<file path="config.mk">
export PLATFORM = sky130hd
export DESIGN_NAME = pixel_fetch
export DESIGN_NICKNAME = d
export VERILOG_FILES = /design/src/rtl/pixel_fetch.sv
export SDC_FILE = /design/constraint.sdc
export NUM_CORES = 1
export LEC_CHECK = 0
export CAP_MARGIN = 20
export CELL_PAD_IN_SITES_DETAIL_PLACEMENT = 1
export CELL_PAD_IN_SITES_GLOBAL_PLACEMENT = 1
export CORE_MARGIN = 2
export CORE_UTILIZATION = 50
export DETAILED_ROUTE_END_ITERATION = 10
export PLACE_DENSITY_LB_ADDON = 0.1
export SYNTH_ARGS = -nofsm -noshare
export SYNTH_HDL_FRONTEND = slang
export SYNTH_SLANG_ARGS = --single-unit
</file>
<file path="constraint.sdc">
create_clock -name i_clk -period 4.9 [get_ports i_clk]
set_input_delay 0.49 -clock i_clk [delete_from_list [all_inputs] [get_ports i_clk]]
set_output_delay 0.49 -clock i_clk [all_outputs]
set_load 0.01 [all_outputs]
</file>
<file path="src/rtl/pixel_fetch.sv">
// pixel_fetch: prefetches framebuffer rows into a small FIFO for the VGA generator.
// Optional PIXEL_FETCH_PATTERN_EN adds i_pattern_en for a generated test pattern.
module pixel_fetch #(
  parameter int H_PIXELS    = 32,
  parameter int V_LINES     = 48,
  parameter int LINE_REPEAT = 10,
  parameter int ADDR_W      = 11,
  parameter int FIFO_DEPTH  = 8
) (
  input  logic              i_clk,
  input  logic              i_reset,
  input  logic              i_screen_reset,
  input  logic              i_pixel_x_clock,
  input  logic              i_pixel_y_clock,
`ifdef PIXEL_FETCH_PATTERN_EN
  input  logic              i_pattern_en,
`endif
  output logic [11:0]       o_color,
  output logic              o_mem_rd,
  output logic [ADDR_W-1:0] o_mem_addr,
  input  logic              i_mem_valid,
  input  logic [11:0]       i_mem_data,
  output logic              o_underflow
);
  localparam int ROW_W = (V_LINES > 1) ? $clog2(V_LINES) : 1;
  localparam int REP_W = (LINE_REPEAT > 1) ? $clog2(LINE_REPEAT) : 1;
  localparam int COL_W = $clog2(H_PIXELS + 1);
  localparam int PTR_W = $clog2(FIFO_DEPTH);
  localparam int CNT_W = $clog2(FIFO_DEPTH + 1);

  localparam logic [COL_W-1:0]  COL_END    = COL_W'(H_PIXELS);
  localparam logic [ROW_W-1:0]  ROW_LAST   = ROW_W'(V_LINES - 1);
  localparam logic [REP_W-1:0]  REP_LAST   = REP_W'(LINE_REPEAT - 1);
  localparam logic [CNT_W-1:0]  CNT_FULL   = CNT_W'(FIFO_DEPTH);
  localparam logic [ADDR_W-1:0] ROW_STRIDE = ADDR_W'(H_PIXELS);

  typedef enum logic [1:0] {IDLE, FETCH, WAIT, LINE_DONE} state_t;

  state_t            state_q, state_d;
  logic [ROW_W-1:0]  row;
  logic [REP_W-1:0]  rep;
  logic [COL_W-1:0]  col;
  logic [ADDR_W-1:0] row_base;
  logic [11:0]       fifo [FIFO_DEPTH];
  logic [PTR_W-1:0]  wr_ptr, rd_ptr;
  logic [CNT_W-1:0]  count;
  logic              busy, discard;
  logic              y_go, x_go, issue, push, pop;
`ifdef PIXEL_FETCH_PATTERN_EN
  logic [3:0]        x_cnt;
`endif

  // Strobe priority: screen reset over y over x; y is ignored before the first frame.
  assign y_go  = i_pixel_y_clock && !i_screen_reset && (state_q != IDLE);
  assign x_go  = i_pixel_x_clock && !i_screen_reset && !i_pixel_y_clock;
  assign issue = (state_q == FETCH) && !busy && (col < COL_END) &&
                 (count < CNT_FULL) && !i_screen_reset && !i_pixel_y_clock;
  assign push  = i_mem_valid && busy && !discard && !i_screen_reset && !y_go;
  assign pop   = x_go && (count != '0);

  // State register.
  always_ff @(posedge i_clk) begin
    if (i_reset) state_q <= IDLE;
    else         state_q <= state_d;
  end

  // Next-state logic; any flush restarts fetching for the new line.
  always_comb begin
    state_d = state_q;
    case (state_q)
      IDLE:      if (i_screen_reset) state_d = FETCH;
      FETCH: begin
        if (issue)                state_d = WAIT;
        else if (col == COL_END)  state_d = LINE_DONE;
      end
      WAIT:      if (i_mem_valid && busy) state_d = FETCH;
      LINE_DONE: state_d = LINE_DONE;
      default:   state_d = IDLE;
    endcase
    if (state_q != IDLE && (i_screen_reset || i_pixel_y_clock))
      state_d = FETCH;
  end

  // FIFO storage; contents are only meaningful below count.
  always_ff @(posedge i_clk) begin
    if (push) fifo[wr_ptr] <= i_mem_data;
  end

  // Position tracking, read requests, FIFO pointers and colour output.
  always_ff @(posedge i_clk) begin
    if (i_reset) begin
      row         <= '0;
      rep         <= '0;
      col         <= '0;
      row_base    <= '0;
      wr_ptr      <= '0;
      rd_ptr      <= '0;
      count       <= '0;
      busy        <= 1'b0;
      discard     <= 1'b0;
      o_color     <= '0;
      o_mem_rd    <= 1'b0;
      o_mem_addr  <= '0;
      o_underflow <= 1'b0;
`ifdef PIXEL_FETCH_PATTERN_EN
      x_cnt       <= '0;
`endif
    end else begin
      o_mem_rd <= 1'b0;
      if (i_mem_valid && busy) begin
        busy    <= 1'b0;
        discard <= 1'b0;
      end
      if (i_screen_reset || y_go) begin
        col     <= '0;
        wr_ptr  <= '0;
        rd_ptr  <= '0;
        count   <= '0;
        o_color <= '0;
`ifdef PIXEL_FETCH_PATTERN_EN
        x_cnt   <= '0;
`endif
        if (busy && !i_mem_valid) discard <= 1'b1;
        if (i_screen_reset) begin
          row         <= '0;
          rep         <= '0;
          row_base    <= '0;
          o_underflow <= 1'b0;
        end else if (rep == REP_LAST) begin
          rep <= '0;
          if (row == ROW_LAST) begin
            row      <= '0;
            row_base <= '0;
          end else begin
            row      <= row + 1'b1;
            row_base <= row_base + ROW_STRIDE;
          end
        end else begin
          rep <= rep + 1'b1;
        end
      end else begin
        if (issue) begin
          o_mem_rd   <= 1'b1;
          o_mem_addr <= row_base + ADDR_W'(col);
          col        <= col + 1'b1;
          busy       <= 1'b1;
        end
        if (push) wr_ptr <= wr_ptr + 1'b1;
        if (pop)  rd_ptr <= rd_ptr + 1'b1;
        if (push && !pop)      count <= count + 1'b1;
        else if (pop && !push) count <= count - 1'b1;
        if (x_go) begin
          if (pop) begin
            o_color <= fifo[rd_ptr];
          end else begin
            o_color     <= '0;
            o_underflow <= 1'b1;
          end
`ifdef PIXEL_FETCH_PATTERN_EN
          if (i_pattern_en) begin
            o_color     <= {x_cnt, 4'(row), x_cnt ^ 4'(row)};
            o_underflow <= o_underflow;
          end
          x_cnt <= x_cnt + 1'b1;
`endif
        end
      end
    end
  end

endmodule

</file>
# [After elaboration in Yosys (flattened, before gate mapping)]
# Memories as Yosys holds them, arrays and structs flattened. A register that Yosys moved wholly into a read port is not among the register bits.
# Cells that the tools add are included.
[word_totals] reg_bits=66 ram_bits=96 inputBits=18 output_inout_bits=25 word_cells=115 mem_count=1
[classes] addsub=9 order_cmp=2 n_eq_ne=14 muxes=32 n_bitwise=1 reduce_logical=41
[mem_list] name="fifo" words=8 word_bits=12 rd=1 rd_ports_with_merged_regs=1 write_ports=1 line="44" source="logic [11:0] fifo [FIFO_DEPTH];"
[ops] operator="11-bit 2-to-1 mux" n=3
[ops] operator="1-bit logical AND" n=18
[ops] operator="6-bit 2-to-1 mux" n=3
[ops] operator="4-bit 2-to-1 mux" n=4
[ops] operator="1-bit 2-to-1 mux" n=14
[ops] operator="6-bit by 1-bit adder with 6-bit output, second input constant" n=2
[ops] operator="6-bit equality test, second input constant" n=2
[ops] operator="12-bit 2-to-1 mux" n=1
[ops] operator="11-bit by 6-bit adder with 11-bit output" n=1
[ops] operator="11-bit by 6-bit adder with 11-bit output, second input constant" n=1
[ops] operator="3-bit AND reduction" n=3
[ops] operator="4-bit by 1-bit adder with 4-bit output, second input constant" n=2
[ops] operator="1-bit zero test" n=8
[ops] operator="2-bit 2-to-1 mux" n=4
[ops] operator="2-bit case mux with 4 select lines" n=1
[ops] operator="2-bit nonzero test" n=4
[ops] operator="3-bit by 1-bit adder with 3-bit output, second input constant" n=2
[ops] operator="6-bit < comparator, second input constant" n=1
[ops] operator="3-bit 2-to-1 mux" n=2
[ops] operator="2-bit != test, second input constant" n=3
[ops] operator="3-bit != test, second input constant" n=2
[ops] operator="2-bit equality test, second input constant" n=2
[ops] operator="4-bit equality test, second input constant" n=1
[ops] operator="4-bit < comparator, second input constant" n=1
[ops] operator="11 further kinds" n=14

# [Longest topological paths before layout]
[logic_depth] ltp_word=9 ltp_mapped=11 ltp_nobuf=10

# [Worst setup path after synthesis]
# OpenSTA, ideal clock, no wires.
[synth_path] path_kind="input to register" from="in i_pixel_y_clock" to="mem fifo[2][0] (enable)" setup_time_ps=417 arrival_time_ps=2592 required_ps=4483 slack_ps=1891 stages=4 n_path_buf=1 cell_sequence="o21a_1 -> or4_1 -> clkbuf_2 -> nor4b_1"
[synth_between] elab_chain_cells=6
[synth_lines] element="start: declaration" line="14" source="input logic i_pixel_y_clock,"
[synth_lines] element="1-bit logical AND (2 in a row)" line="54" source="assign y_go = i_pixel_y_clock && !i_screen_reset && (state_q != IDLE);"
[synth_lines] element="1-bit zero test" line="58" source="assign push = i_mem_valid && busy && !discard && !i_screen_reset && !y_go;"
[synth_lines] element="1-bit logical AND" line="58"
[synth_lines] element="1-bit 2-to-1 mux" line="86" source="if (push) fifo[wr_ptr] <= i_mem_data;"
[synth_lines] element="1-bit 2-to-1 mux (not written as such)" line="86"
[synth_lines] element="end: declaration" line="44"
# Every way passes these cells.

# [Worst setup path after layout]
[layout_path] from="in i_pixel_y_clock" to="reg count[3]"
[layout_between] elab_chain_cells=7 word_cells_on_any_way=15 classes_between="1 x mux; 14 x reduce/logical"
[layout_lines] element="1-bit logical AND (*) (2 in a row)" line="54"
[layout_lines] element="1-bit zero test (*)" line="58"
[layout_lines] element="1-bit logical AND (*)" line="58"
[layout_lines] element="net push" line="48" source="logic y_go, x_go, issue, push, pop;"
[layout_lines] element="1-bit zero test" line="151" source="else if (pop && !push) count <= count - 1'b1;"
[layout_lines] element="1-bit logical AND" line="151"
[layout_lines] element="2-bit nonzero test (no line)"
[layout_lines] element="end signal: assignment" line="150" source="if (push && !pop) count <= count + 1'b1;"
[layout_lines] element="end signal: assignment" line="151"
[layout_lines] element="end: declaration" line="46" source="logic [CNT_W-1:0] count;"
# The timed path passes the listed nets; every way through them passes the cells marked *.
# A chain may end at the register's enable or synchronous reset.

==> flow_metrics.tcl <==
set metrics [dict create \
    clock_tree.htree_level_count 4 \
    power_frac_clock_pct 46.6 \
    wire_length_of_the_first_global_routing_pass_um 22400 \
    initial_utilization_pct 51.2 \
    timing.final.crit_share_pct 65.9 \
    finalHoldViolCount 0 \
    final_layout_size_suffix_gt1_share_pct 14.9 \
    total_power_uw 2830 \
    via_count_of_the_first_global_routing_pass 4239 \
    run_status "complete, no violations" \
    postCtsSetupBuffers 0 \
    proportion_of_total_power_due_to_net_switching_pct 19.7 \
    cts-root-buf "sky130_fd_sc_hd__clkbuf_16" \
    arrival_ns 3.58 \
    clock_sinks 160 \
    timing.hold.worst_path_depth 2 \
    detail_route.wirelength_um 13800 \
    yosys_register_bits 160 \
    worst_ep_required_time_ns 5.25 \
    setup_viol_count_final 0 \
    max_cap_violations 0 \
    tritoncts "yes" \
    final-max-slew-violation-count 0 \
    layout.nets 536 \
    ys.flop_type "sky130_fd_sc_hd__edfxtp_1" \
    tightest_slew_ns 0.909 \
    die_area_um2 13800 \
    synth_cell_types 54 \
    insertion_delay_ns 0.42 \
    max_vdd_drop_mv 0.239 \
    number_of_antenna_repair_diodes 0 \
    gr-usage-all-layers_pct 21.3 \
    asyncSetResetFlopFracSynth_pct 0 \
    maximum_number_of_pins_on_one_net_before_global_route_repair 24 \
    period_needed_ns 3.23 \
    cts_hold_buffers 0 \
    drt_iter0_markers 267 \
    count_of_flip_flops_with_a_built_in_enable_after_synthesis 96 \
    max_clock_freq_mhz 310 \
    pwr_density_cell_nw_per_um2 367 \
    number_of_buffers_created_by_cts 17 \
    post_cts.resized_instances 0 \
    tns_ns 0 \
    postSynthCellCount 454 \
    nFillCells 1197 \
    part_of_the_total_power_dissipated_in_sequential_elements_pct 50.7 \
    post-route-drc-count 0 \
    floorplan.rows 41 \
    critical_path_peak_fanout 11 \
    worstSetupPathType "input port to flop" \
    syn_area_per_cell_um2 14.2 \
    p_comb_share_pct 2.7 \
    antenna_found_initial 0 \
    core-area_um2 12600 \
    drtAntennaViolNets 0 \
    dp_hpwl_um 8920 \
    startpoint_type "input port" \
    dpl_worst_slack_ns 1.25 \
    seq_area_um2 4160 \
    die_width_um 117 \
    grt_residual_overflow 0 \
    clkTransAtPathRegs_ns 0.06 \
    num_io_pins 43 \
    internal_power_uw 2270 \
    slew_headroom_pct 39.3 \
    syn-cell-area_um2 6430 \
    vias 3946 \
    switching_power_uw 558 \
    layout.cell_area.non_filler_um2 7700 \
    type_of_the_tightest_min_delay_check "flop to flop" \
    worst_reg_to_reg_path_cell_count 10 \
    rsz_0062_raised_after_global_routing "false" \
    area_post_placement_um2 7060 \
    endpoint_kind "flop" \
    detail_route.wl_per_cell_um 20.0 \
    area_of_the_multi_input_gates_um2 2160 \
    gp_congestion 0.780 \
    finalWorstSetupSlack_ns 1.67 \
    die_height_um 117 \
    seq_area_frac_synth_pct 64.7 \
    first_pass_iteration_count_of_the_detailed_router 4 \
    viasPerCell 5.73 \
    number_of_buffers_on_the_longest_clock_path 2 \
    static-leakage-power_uw 0.00247 \
    area_growth_pct 19.6 \
    final.setup_skew_ns 0.00808 \
    mappedNetlistNets 486 \
    io_buffers 42 \
    yosysWarnings 0 \
]
[worst paths after layout]
kind / start / to / slack [ns]
max reg2reg: state_q[1] / count[3] / 1.87
min: o_mem_addr[3] / o_mem_addr[3] / 0.46
min reg2reg: o_mem_addr[3] / o_mem_addr[3] / 0.46
max: i_pixel_y_clock / count[3] / 1.67
[logic make-up after synthesis]
group	after synthesis	synth area share (%)
AO/OA/AOI/OAI	71	7.47
XOR/XNOR	16	2.18
adder cells (fa/ha/maj)	14	2.84
buffers and inverters	32	2.29
flip-flops	160	64.7
multiplexers	40	10.9
other	1	0.0583
AND/OR/NAND/NOR	120	9.57
[routing by layer]
layer	track usage (%)	vias up	share of wire, %
met5	0	-	0
met4	10.2	0	3.1
met3	5.89	33	4.0
met2	37.2	79	53
met1	24.3	2002	40
li1	-	1832	-
[cells in the mapped netlist (6+ instances only)]
master / n / area, um^2
sky130_fd_sc_hd__o2bb2ai_1: 12 / 105
sky130_fd_sc_hd__inv_1: 8 / 30.0
sky130_fd_sc_hd__or4_1: 7 / 52.6
sky130_fd_sc_hd__o21ai_0: 10 / 50.1
sky130_fd_sc_hd__mux4_2: 24 / 541
sky130_fd_sc_hd__mux2i_1: 16 / 160
sky130_fd_sc_hd__dfxtp_1: 64 / 1280
sky130_fd_sc_hd__or3_1: 9 / 56.3
sky130_fd_sc_hd__xor2_1: 10 / 87.6
sky130_fd_sc_hd__nand2_1: 29 / 109
sky130_fd_sc_hd__ha_1: 13 / 163
sky130_fd_sc_hd__xnor2_1: 6 / 52.6
sky130_fd_sc_hd__clkbuf_1: 9 / 33.8
sky130_fd_sc_hd__nand3_1: 10 / 50.1
sky130_fd_sc_hd__nor2_1: 32 / 120
sky130_fd_sc_hd__a21oi_1: 22 / 110
sky130_fd_sc_hd__edfxtp_1: 96 / 2880
sky130_fd_sc_hd__buf_2: 9 / 45.0
[cells in the final DEF, fill, tap and decap left out, drive strengths merged, types with 7 or more instances in the layout]
master	netlist	final
edfxtp	96	96
dfxtp	64	64
clkdlybuf4s50	0	42
nor2	32	32
nand2	29	29
mux4	24	24
a21oi	24	24
clkbuf	10	21
mux2i	16	16
ha	13	13
o2bb2ai	12	12
buf	13	12
o21ai	11	11
nand3	10	10
xor2	10	10
inv	9	10
or3	9	9
or4	7	7
[registers in the layout, indices dropped and copies added, names as in the netlist, named ones only]
signal and flops:
state_q 2, row 6, row_base 6, count 4, rep 4, fifo 96, o_mem_rd 1, o_color 12
busy 1, col 6, rd_ptr 3, wr_ptr 3, o_underflow 1, o_mem_addr 11, discard 1
[critical path: stages]
cell and delay, ns:
sky130_fd_sc_hd__clkdlybuf4s50_1 0.51, sky130_fd_sc_hd__o21a_1 0.29, sky130_fd_sc_hd__or4_1 0.73, sky130_fd_sc_hd__inv_2 0.18, sky130_fd_sc_hd__ha_1 0.19, sky130_fd_sc_hd__inv_1 0.09, sky130_fd_sc_hd__ha_1 0.28, sky130_fd_sc_hd__a21o_1 0.18
sky130_fd_sc_hd__a21oi_1 0.19, sky130_fd_sc_hd__mux2i_1 0.24, sky130_fd_sc_hd__mux2i_1 0.19
[power groups by stage]
stage          Sequential [uW]  Clock [uW]  Combinational [uW]
4_1_cts                   1440        1350                76.5
3_3_place_gp              1460           0                73.0
5_1_grt                   1440        1390                83.7
2_1_floorplan             1460           0                35.4
6_report                  1440        1320                75.5
3_5_place_dp              1460           0                76.0
[final cells by class]
| class | instances | share of cell area (%) |
|---|---|---|
| inverter | 9 | 0.439 |
| tap | 172 | 2.80 |
| clock buffer | 21 | 5.85 |
| sequential | 160 | 54.1 |
| timing repair buffer | 54 | 6.99 |
| clock inverter | 11 | 1.82 |
| multi-input combinational | 262 | 28.0 |
[stage by stage]
stage / cells / hold slack (ns) / utilization, %
2_1_floorplan: 454 / 0.439 / -
3_3_place_gp: 654 / 0.443 / 56.2
3_5_place_dp: 654 / 0.448 / 56.2
4_1_cts: 686 / 0.465 / 60.9
5_1_grt: 689 / 0.492 / 61.3
6_report: 689 / 0.462 / 61.3
(Power assumes the default switching activity.)
